## src/rtl/csr_pkg.sv

```systemverilog
// Shared definitions for the machine-mode trap sequencer: FSM states,
// CSR file addresses and mcause encodings.
package csr_pkg;

  typedef enum logic [2:0] {
    S_IDLE  = 3'd0,
    S_DEFER = 3'd1,
    S_ENTER = 3'd2,
    S_VEC   = 3'd3,
    S_RET   = 3'd4
  } trap_state_e;

  localparam logic [2:0] CSR_MSTATUS = 3'd0;
  localparam logic [2:0] CSR_MIE     = 3'd2;
  localparam logic [2:0] CSR_MTVEC   = 3'd3;
  localparam logic [2:0] CSR_MCAUSE  = 3'd4;
  localparam logic [2:0] CSR_MEPC    = 3'd5;
  localparam logic [2:0] CSR_MIP     = 3'd6;

  localparam logic [31:0] MCAUSE_MSI = 32'h8000_0003;
  localparam logic [31:0] MCAUSE_MTI = 32'h8000_0007;

endpackage

```

## src/rtl/csr_int_prio.sv

```systemverilog
// Pending-interrupt detector and priority encoder. Software interrupt wins
// over timer interrupt; cause is zero when nothing is pending.
module csr_int_prio
  import csr_pkg::*;
#(
  parameter int DATA_WIDTH = 32
) (
  input  logic                  i_mie_mstatus,
  input  logic                  i_msip_mip,
  input  logic                  i_mtip_mip,
  input  logic                  i_msie_mie,
  input  logic                  i_mtie_mie,
  output logic                  o_pending,
  output logic [DATA_WIDTH-1:0] o_cause
);

  // Select the highest-priority enabled interrupt and its mcause value.
  always_comb begin
    // NOTE: every output gets a default first so no path leaves it unassigned,
    // which would otherwise infer a latch.
    o_pending = 1'b0;
    o_cause   = '0;
    if (i_mie_mstatus && i_msip_mip && i_msie_mie) begin
      o_pending = 1'b1;
      o_cause   = DATA_WIDTH'(MCAUSE_MSI);
    end else if (i_mie_mstatus && i_mtip_mip && i_mtie_mie) begin
      o_pending = 1'b1;
      o_cause   = DATA_WIDTH'(MCAUSE_MTI);
    end
  end

endmodule

```

## src/rtl/csr_trap_ctrl.sv

```systemverilog
// Trap sequencer owning the CSR file's two write ports. Forwards CSR
// instruction traffic when idle; sequences interrupt entry (mepc/mcause save,
// mtvec redirect) and MRET return (mepc redirect).
// Build option: define CSR_TRAP_VECTORED_EN to honour vectored mtvec mode.
module csr_trap_ctrl
  import csr_pkg::*;
#(
  parameter int DATA_WIDTH = 32,
  parameter int ADDR_WIDTH = 3
) (
  input  logic                  clk,
  input  logic                  arstn,
  input  logic                  i_instr_done,
  input  logic [DATA_WIDTH-1:0] i_next_pc,
  input  logic                  i_mret,
  input  logic                  i_csr_we,
  input  logic [ADDR_WIDTH-1:0] i_csr_addr,
  input  logic [DATA_WIDTH-1:0] i_csr_wdata,
  input  logic [ADDR_WIDTH-1:0] i_csr_raddr,
  input  logic                  i_mie_mstatus,
  input  logic                  i_mtip_mip,
  input  logic                  i_msip_mip,
  input  logic                  i_mtie_mie,
  input  logic                  i_msie_mie,
  input  logic [DATA_WIDTH-1:0] i_csr_rdata,
  input  logic                  i_redirect_ready,
  output logic                  o_we_1,
  output logic [ADDR_WIDTH-1:0] o_waddr_1,
  output logic [DATA_WIDTH-1:0] o_wdata_1,
  output logic                  o_we_2,
  output logic [ADDR_WIDTH-1:0] o_waddr_2,
  output logic [DATA_WIDTH-1:0] o_wdata_2,
  output logic [ADDR_WIDTH-1:0] o_raddr,
  output logic                  o_interrupt_jump,
  output logic                  o_mret_instr,
  output logic                  o_csr_stall,
  output logic                  o_redirect_valid,
  output logic [DATA_WIDTH-1:0] o_redirect_pc
);

  trap_state_e           state_q, state_d;
  logic [DATA_WIDTH-1:0] pc_q, pc_d;
  logic [DATA_WIDTH-1:0] cause_q, cause_d;
  logic                  ret_first_q, ret_first_d;

  logic                  irq_pending;
  logic [DATA_WIDTH-1:0] irq_cause;
  logic [DATA_WIDTH-1:0] vec_base;
  logic [DATA_WIDTH-1:0] vec_target;

  csr_int_prio #(
    .DATA_WIDTH (DATA_WIDTH)
  ) u_int_prio (
    .i_mie_mstatus (i_mie_mstatus),
    .i_msip_mip    (i_msip_mip),
    .i_mtip_mip    (i_mtip_mip),
    .i_msie_mie    (i_msie_mie),
    .i_mtie_mie    (i_mtie_mie),
    .o_pending     (irq_pending),
    .o_cause       (irq_cause)
  );

  // mtvec base with mode bits cleared; vectored mode adds 4*cause[3:0].
  assign vec_base = {i_csr_rdata[DATA_WIDTH-1:2], 2'b00};
`ifdef CSR_TRAP_VECTORED_EN
  assign vec_target = (i_csr_rdata[1:0] == 2'b01)
                    ? vec_base + DATA_WIDTH'({cause_q[3:0], 2'b00})
                    : vec_base;
`else
  assign vec_target = vec_base;
`endif

  // Next-state logic; PC and cause are captured only at the evaluation points.
  always_comb begin
    state_d     = state_q;
    pc_d        = pc_q;
    cause_d     = cause_q;
    ret_first_d = 1'b0;
    case (state_q)
      S_IDLE: begin
        if (i_mret) begin
          state_d     = S_RET;
          ret_first_d = 1'b1;
        end else if (i_instr_done && i_csr_we) begin
          // Let the CSR write land before deciding whether to trap.
          pc_d    = i_next_pc;
          state_d = S_DEFER;
        end else if (i_instr_done && irq_pending) begin
          pc_d    = i_next_pc;
          cause_d = irq_cause;
          state_d = S_ENTER;
        end
      end
      S_DEFER: begin
        if (irq_pending) begin
          cause_d = irq_cause;
          state_d = S_ENTER;
        end else begin
          state_d = S_IDLE;
        end
      end
      S_ENTER: state_d = S_VEC;
      S_VEC:   if (i_redirect_ready) state_d = S_IDLE;
      S_RET:   if (i_redirect_ready) state_d = S_IDLE;
      default: state_d = S_IDLE;
    endcase
  end

  // State and capture registers.
  always_ff @(posedge clk or negedge arstn) begin
    if (!arstn) begin
      state_q     <= S_IDLE;
      pc_q        <= '0;
      cause_q     <= '0;
      ret_first_q <= 1'b0;
    end else begin
      // NOTE: non-blocking assignments keep every flop sampling the
      // pre-edge values, independent of statement order.
      state_q     <= state_d;
      pc_q        <= pc_d;
      cause_q     <= cause_d;
      ret_first_q <= ret_first_d;
    end
  end

  // Output decode; gated by reset so nothing is written while arstn is low.
  always_comb begin
    o_we_1           = 1'b0;
    o_waddr_1        = '0;
    o_wdata_1        = '0;
    o_we_2           = 1'b0;
    o_waddr_2        = '0;
    o_wdata_2        = '0;
    o_raddr          = '0;
    o_interrupt_jump = 1'b0;
    o_mret_instr     = 1'b0;
    o_csr_stall      = 1'b0;
    o_redirect_valid = 1'b0;
    o_redirect_pc    = '0;
    if (arstn) begin
      case (state_q)
        S_IDLE: begin
          o_we_1    = i_csr_we;
          o_waddr_1 = i_csr_addr;
          o_wdata_1 = i_csr_wdata;
          o_raddr   = i_csr_raddr;
        end
        S_DEFER: o_csr_stall = 1'b1;
        S_ENTER: begin
          o_csr_stall      = 1'b1;
          o_we_1           = 1'b1;
          o_waddr_1        = ADDR_WIDTH'(CSR_MEPC);
          o_wdata_1        = pc_q;
          o_we_2           = 1'b1;
          o_waddr_2        = ADDR_WIDTH'(CSR_MCAUSE);
          o_wdata_2        = cause_q;
          o_interrupt_jump = 1'b1;
          o_raddr          = ADDR_WIDTH'(CSR_MTVEC);
        end
        S_VEC: begin
          o_csr_stall      = 1'b1;
          o_raddr          = ADDR_WIDTH'(CSR_MTVEC);
          o_redirect_valid = 1'b1;
          o_redirect_pc    = vec_target;
        end
        S_RET: begin
          o_csr_stall      = 1'b1;
          o_mret_instr     = ret_first_q;
          o_raddr          = ADDR_WIDTH'(CSR_MEPC);
          o_redirect_valid = 1'b1;
          o_redirect_pc    = i_csr_rdata;
        end
        default: ;
      endcase
    end
  end

endmodule

```

## config.mk

```make
export PLATFORM = sky130hd
export DESIGN_NAME = csr_trap_ctrl
export DESIGN_NICKNAME = d
export VERILOG_FILES = /design/src/rtl/csr_pkg.sv /design/src/rtl/csr_int_prio.sv /design/src/rtl/csr_trap_ctrl.sv
export SDC_FILE = /design/constraint.sdc
export NUM_CORES = 1
export LEC_CHECK = 0
export BUFFER_PORTS_ARGS = -buffer_cell sky130_fd_sc_hd__clkbuf_2
export CORE_MARGIN = 4
export CORE_UTILIZATION = 41
export CTS_CLUSTER_SIZE = 14
export DETAILED_ROUTE_END_ITERATION = 16
export GPL_ROUTABILITY_DRIVEN = 0
export PLACE_DENSITY = 0.95
export SYNTH_ARGS = -nofsm -noshare
export SYNTH_HDL_FRONTEND = slang
export SYNTH_SLANG_ARGS = --single-unit
```

## constraint.sdc

```tcl
create_clock -name clk -period 4.5 [get_ports clk]
set_clock_uncertainty 0.1 [all_clocks]
set_input_delay 0.9 -clock clk [delete_from_list [all_inputs] [get_ports clk]]
set_output_delay 0.9 -clock clk [all_outputs]
set_load 0.01 [all_outputs]
```

# Yosys cells after proc, flatten, opt, wreduce, memory -nomap -nowiden
# Index checks and enable logic that the tools add are counted.
dict set report totals {
  regBits 68
  output_inout_bits 111
  wordCells 71
}
dict set report classes {
  eq_ne 10
  muxes 41
  bitwise_logic 1
  n_reduce_logical 15
}
# cell n
set op_table {}
lappend op_table {{$mux 32} 12}
lappend op_table {{$pmux 32 s2} 3}
lappend op_table {{$mux 3} 8}
lappend op_table {{$mux 1} 13}
lappend op_table {{$pmux 3 s4} 1}
lappend op_table {{$pmux 3 s3} 1}
lappend op_table {{$ne 2x2->1 const B} 4}
lappend op_table {{$eq 3x2->1 const B} 2}
lappend op_table {{$logic_and 1x1->1} 6}
lappend op_table {{$pmux 3 s2} 1}
lappend op_table {{$reduce_and 5->1} 1}
lappend op_table {{$ne 4x4->1 const B} 1}
lappend op_table {{$reduce_bool 2->1} 2}
lappend op_table {{$reduce_or 2->1} 2}
lappend op_table {{$reduce_or 4->1} 1}
lappend op_table {{$eq 3x1->1 const B} 1}
lappend op_table {{$eq 3x3->1 const B} 1}
lappend op_table {{$logic_not 3->1} 1}
lappend op_table {{$reduce_and 3->1} 1}
lappend op_table {{$mux 2} 1}
lappend op_table {{$ne 2x1->1 const B} 1}
lappend op_table {{$pmux 1 s2} 1}
lappend op_table {{$reduce_and 2->1} 1}
lappend op_table {{$not 1->1} 1}

# Longest topological paths before layout
dict set report depth {
  ltp_word 9
  ltp_mapped 7
}

# Cells and area by module
# From an unflattened synthesis, not the netlist that was laid out.
dict set report hier_totals {
  cells_unflattened 374
  hier_area_um2 3907.5
}
# mod instances cells_each area_each_um2
set modules_own_cells {}
lappend modules_own_cells {csr_trap_ctrl 1 338 3647.2}
lappend modules_own_cells {csr_int_prio 1 36 260.2}

# Least setup slack after synthesis
# No wires, ideal clock.
dict set report synth_timing {
  path_type {in2out}
  startpoint {input arstn}
  endpoint {output o_wdata_2[1]}
  t_arrival_ps 1902
  required_ps 3500
  path_slack_ps 1598
  stages 6
  path_buffers 2
  path_cell_list {nand2b_1 -> nand2b_1 -> buf_2 -> nor2_1 -> and2_1 -> buf_4}
}
dict set report synth_via {
  elab_chain_len 1
}
# element line
set synth_rtl {}
lappend synth_rtl {{start: declaration} csr_trap_ctrl.sv:12} ;# input logic arstn,
lappend synth_rtl {{$mux 32} csr_trap_ctrl.sv:140} ;# if (arstn) begin
lappend synth_rtl {{end: declaration} csr_trap_ctrl.sv:32} ;# output logic [DATA_WIDTH-1:0] o_wdata_2,
# Every way passes these cells.

# Final worst setup path
dict set report layout_timing {
  startpoint {register state_q[1]}
  endpoint {output o_wdata_1[20]}
}
dict set report layout_via {
  elab_chain_len 3
  elab_cells_between_ends 4
  classes_between {1 x eq/ne; 2 x mux; 1 x reduce/logical}
}
# element line
set layout_rtl {}
lappend layout_rtl {{start: declaration} csr_trap_ctrl.sv:41} ;# trap_state_e state_q, state_d;
lappend layout_rtl {{start signal: assignment} csr_trap_ctrl.sv:119} ;# state_q <= state_d;
lappend layout_rtl {{$eq 3x2->1 or $logic_not 3->1 (tied branches)} csr_trap_ctrl.sv:141} ;# case (state_q)
lappend layout_rtl {{$pmux 32 s2 *} csr_trap_ctrl.sv:141}
lappend layout_rtl {{$mux 32 *} csr_trap_ctrl.sv:140}
lappend layout_rtl {{end: declaration} csr_trap_ctrl.sv:29} ;# output logic [DATA_WIDTH-1:0] o_wdata_1,
# Mark *: on every way between the ends. The rest lies on a longest branch, timed or not.

==> out/summary.md <==
The flow ran to the end, and the final reports show no timing, DRC or antenna violations. Leaving out fill and tap cells, the most frequent cell in the layout is sky130_fd_sc_hd__clkbuf_2. The overall routing resource usage was 19.9%; the HPWL after detailed placement was 6.56 mm. The run gives 42.6% as the starting utilization of the core area.

The die is 86.9 um tall. The data required time at the worst endpoint was 3500 ps; the number of levels in the clock H-tree was 2. The setup path with the least slack is of type reg2out. The die covers 7550 um^2. The launching instance or port of the critical path was state_q[1].

The routed design could run at a clock period as short as 3420 ps. After floorplanning, the core was sized to cover 5990 um^2. In this run, synthesis inferred 0 flip-flops with an integrated enable. The final period utilization was 76.0%; the number of nets still failing antenna checks after routing was 0. The Yosys step of the flow raised 0 warnings. Timing analysis after detailed placement gives a worst setup slack of 1250 ps. The tools report the number of top-level design ports as 224.

The share of synthesized area occupied by flip-flops and latches was 37.3%; the overflow left after global routing was 0. The analysis attributes to cell leakage a power of 1.89 nW. The tool flagged a number of max-cap violations equal to 0. Along the worst path, the maximum fanout reaches 22. For this block, the routed nets add up to 8.01 mm of wire.

The routed layout has 2614 vias. The hold path depth came out at 1. The worst hold path begins at cause_q[1].

The floorplan step set the die width to 86.9 um. The top cell types in the final layout, fill and taps aside, are 193 x sky130_fd_sc_hd__clkbuf_2, 43 x sky130_fd_sc_hd__nor2_1, 38 x sky130_fd_sc_hd__dfrtp_1. The worst hold path belongs to the class reg2reg. The count of buffers added on input and output ports is 193. The first global-routing pass estimated 12.0 mm of wire.

TritonCTS built the clock tree. The tools report the number of antenna repair diodes as 0. After synthesis, the share of flip-flops with an asynchronous set or reset is 100%.

The run gives 268 as the post-synthesis instance total. For this design, the sink count on the clock tree is 38. The most used flip-flop cell after synthesis is sky130_fd_sc_hd__dfrtp_1. Number of global-route vias before repair: 2648.

The worst setup path is captured at an output pin. The setup violation total in the final timing report was 0. For the number of endpoints with negative hold slack in the final report, the log shows 0. The total negative slack came out at 0 ps. After routing the design area is 3480 um^2. The highest attainable clock frequency was 292 MHz; the number of DRC markers in iteration 0 was 67. The cell sitting at the root of the clock tree is a sky130_fd_sc_hd__clkbuf_8. The area of the mapped netlist was 2550 um^2; the synthesis-to-finish area growth was 36.5%. The depth of the worst register-to-register path came out at 3.

The cell area after placement was 3400 um^2; the post-CTS setup buffer count was 0. The logs give 0 for the DRC violation count after routing and 562 for the count of nets after finishing. The worst register-to-register path begins at state_q[1].

Number of max-slew violations in the final report: 0. The synthesized design contains 38 register bits. The pin slew with the least headroom to its limit works out to 862 ps. The first detailed-routing pass took 4 iterations.

After clock tree synthesis, the clock-pin slew on the worst setup and hold paths is 70 ps. The later pin in the worst-skew pair is clocked with a latency of 280 ps. The logs give 520 for the fill cell total of the finished layout and 36 for the distinct cell type count after synthesis.

The total power density per cell area works out to 467 nW/um^2. The clock buffer count from CTS is 5, and the wire length per cell is 15.3 um. Number of vias per cell after detailed routing: 5.00.

In this run, post-CTS hold repair placed 0 buffers. IR analysis of the VDD net gives a maximum drop of 0.274 mV. The run gives 1080 ps as the setup slack of the critical path after layout. The critical path startpoint category was a register. In this run, post-CTS repair resized a total of 0 instances. Headroom to the max-slew limit came out at 42.4%. The arrival time at the worst endpoint is 2420 ps.

Setup repair after global routing left no endpoint under its margin. The fraction of final layout cells with drive strength greater than 1 came out at 46.9%. After floorplanning, the core was divided into 28 placement rows.

Entering global routing, the biggest net connects 47 pins. The initial antenna violation count is 0, and the maximum clock path buffer count is 2. The average size of a mapped cell was 9.51 um^2. Cells fill 58.1% of the core in the end. The tools report the overall power as 1.62 mW.
through the flow:
| step | hold slack, ps | std cells |
|---|---|---|
| final | 365 | 523 |
| after global routing | 372 | 523 |
| after CTS | 365 | 523 |
| after detailed placement | 352 | 517 |
| after global placement | 334 | 517 |
| after floorplan | 320 | 297 |
power by group:
group | switching [mW] | leakage, nW | internal, mW | total, mW
sequential | 0.132 | 0.458 | 0.507 | 0.639
combinational | 0.405 | 1.39 | 0.351 | 0.756
clock | 0.110 | 0.0431 | 0.118 | 0.228
total | 0.647 | 1.89 | 0.976 | 1.62
flip-flops by register name, indices dropped and copies added, names as in the netlist:
name / cells
cause_q: 2
pc_q: 32
ret_first_q: 1
state_q: 3
worst paths after layout:
check,end,slack [ps]
min in group asynchronous,pc_q[14],600
worst max-delay path,o_wdata_1[20],1080
worst min register to register,cause_q[1],360
max in group asynchronous,pc_q[1],3330
worst max register to register,pc_q[20],1900
worst min-delay path,cause_q[1],360
area by class of cell:
type                    count  area, um^2  share of cell area [%]
inverters                   2        7.51                   0.216
flip-flops and latches     38         951                    27.3
well taps                  75        93.8                    2.70
clock buffers               6        82.6                    2.37
repair buffers            198        1000                    28.8
multi-input cells         204        1340                    38.5
per-layer routing:
| layer | global-route usage, % | part of all wire, % | up-vias |
|---|---|---|---|
| li1 | - | - | 1214 |
| met1 | 20.6 | 34 | 1235 |
| met2 | 38.2 | 53 | 155 |
| met3 | 5.87 | 11 | 10 |
| met4 | 5.95 | 1.2 | 0 |
| met5 | 0 | 0 | - |
critical path, cell delays in order (launching register included):
cell and delay, ps:
sky130_fd_sc_hd__dfrtp_1 600, sky130_fd_sc_hd__nor3_4 800, sky130_fd_sc_hd__buf_4 340, sky130_fd_sc_hd__a22oi_1 120
sky130_fd_sc_hd__nor2_1 130, sky130_fd_sc_hd__clkbuf_2 150
cell usage after synthesis, types with 3 or more instances:
cell | count | area [um^2]
sky130_fd_sc_hd__nor2_1 | 44 | 165
sky130_fd_sc_hd__dfrtp_1 | 38 | 951
sky130_fd_sc_hd__buf_4 | 34 | 255
sky130_fd_sc_hd__a22oi_1 | 33 | 248
sky130_fd_sc_hd__and2_1 | 33 | 206
sky130_fd_sc_hd__mux2_1 | 30 | 338
sky130_fd_sc_hd__buf_2 | 8 | 40.0
sky130_fd_sc_hd__clkbuf_1 | 5 | 18.8
sky130_fd_sc_hd__and4_1 | 3 | 26.3
sky130_fd_sc_hd__buf_6 | 3 | 33.8
sky130_fd_sc_hd__nand2b_1 | 3 | 18.8
sky130_fd_sc_hd__o21ai_0 | 3 | 15.0
logic make-up after synthesis:
kind of cell / after synthesis / share of synthesized area [%]
mux: 32 / 14.1
simple gates: 92 / 19.0
flops: 38 / 37.3
buf+inv: 55 / 14.5
compound gates: 50 / 15.0
other cells: 1 / 0.147
No activity file was read; power rests on OpenSTA's default activity.
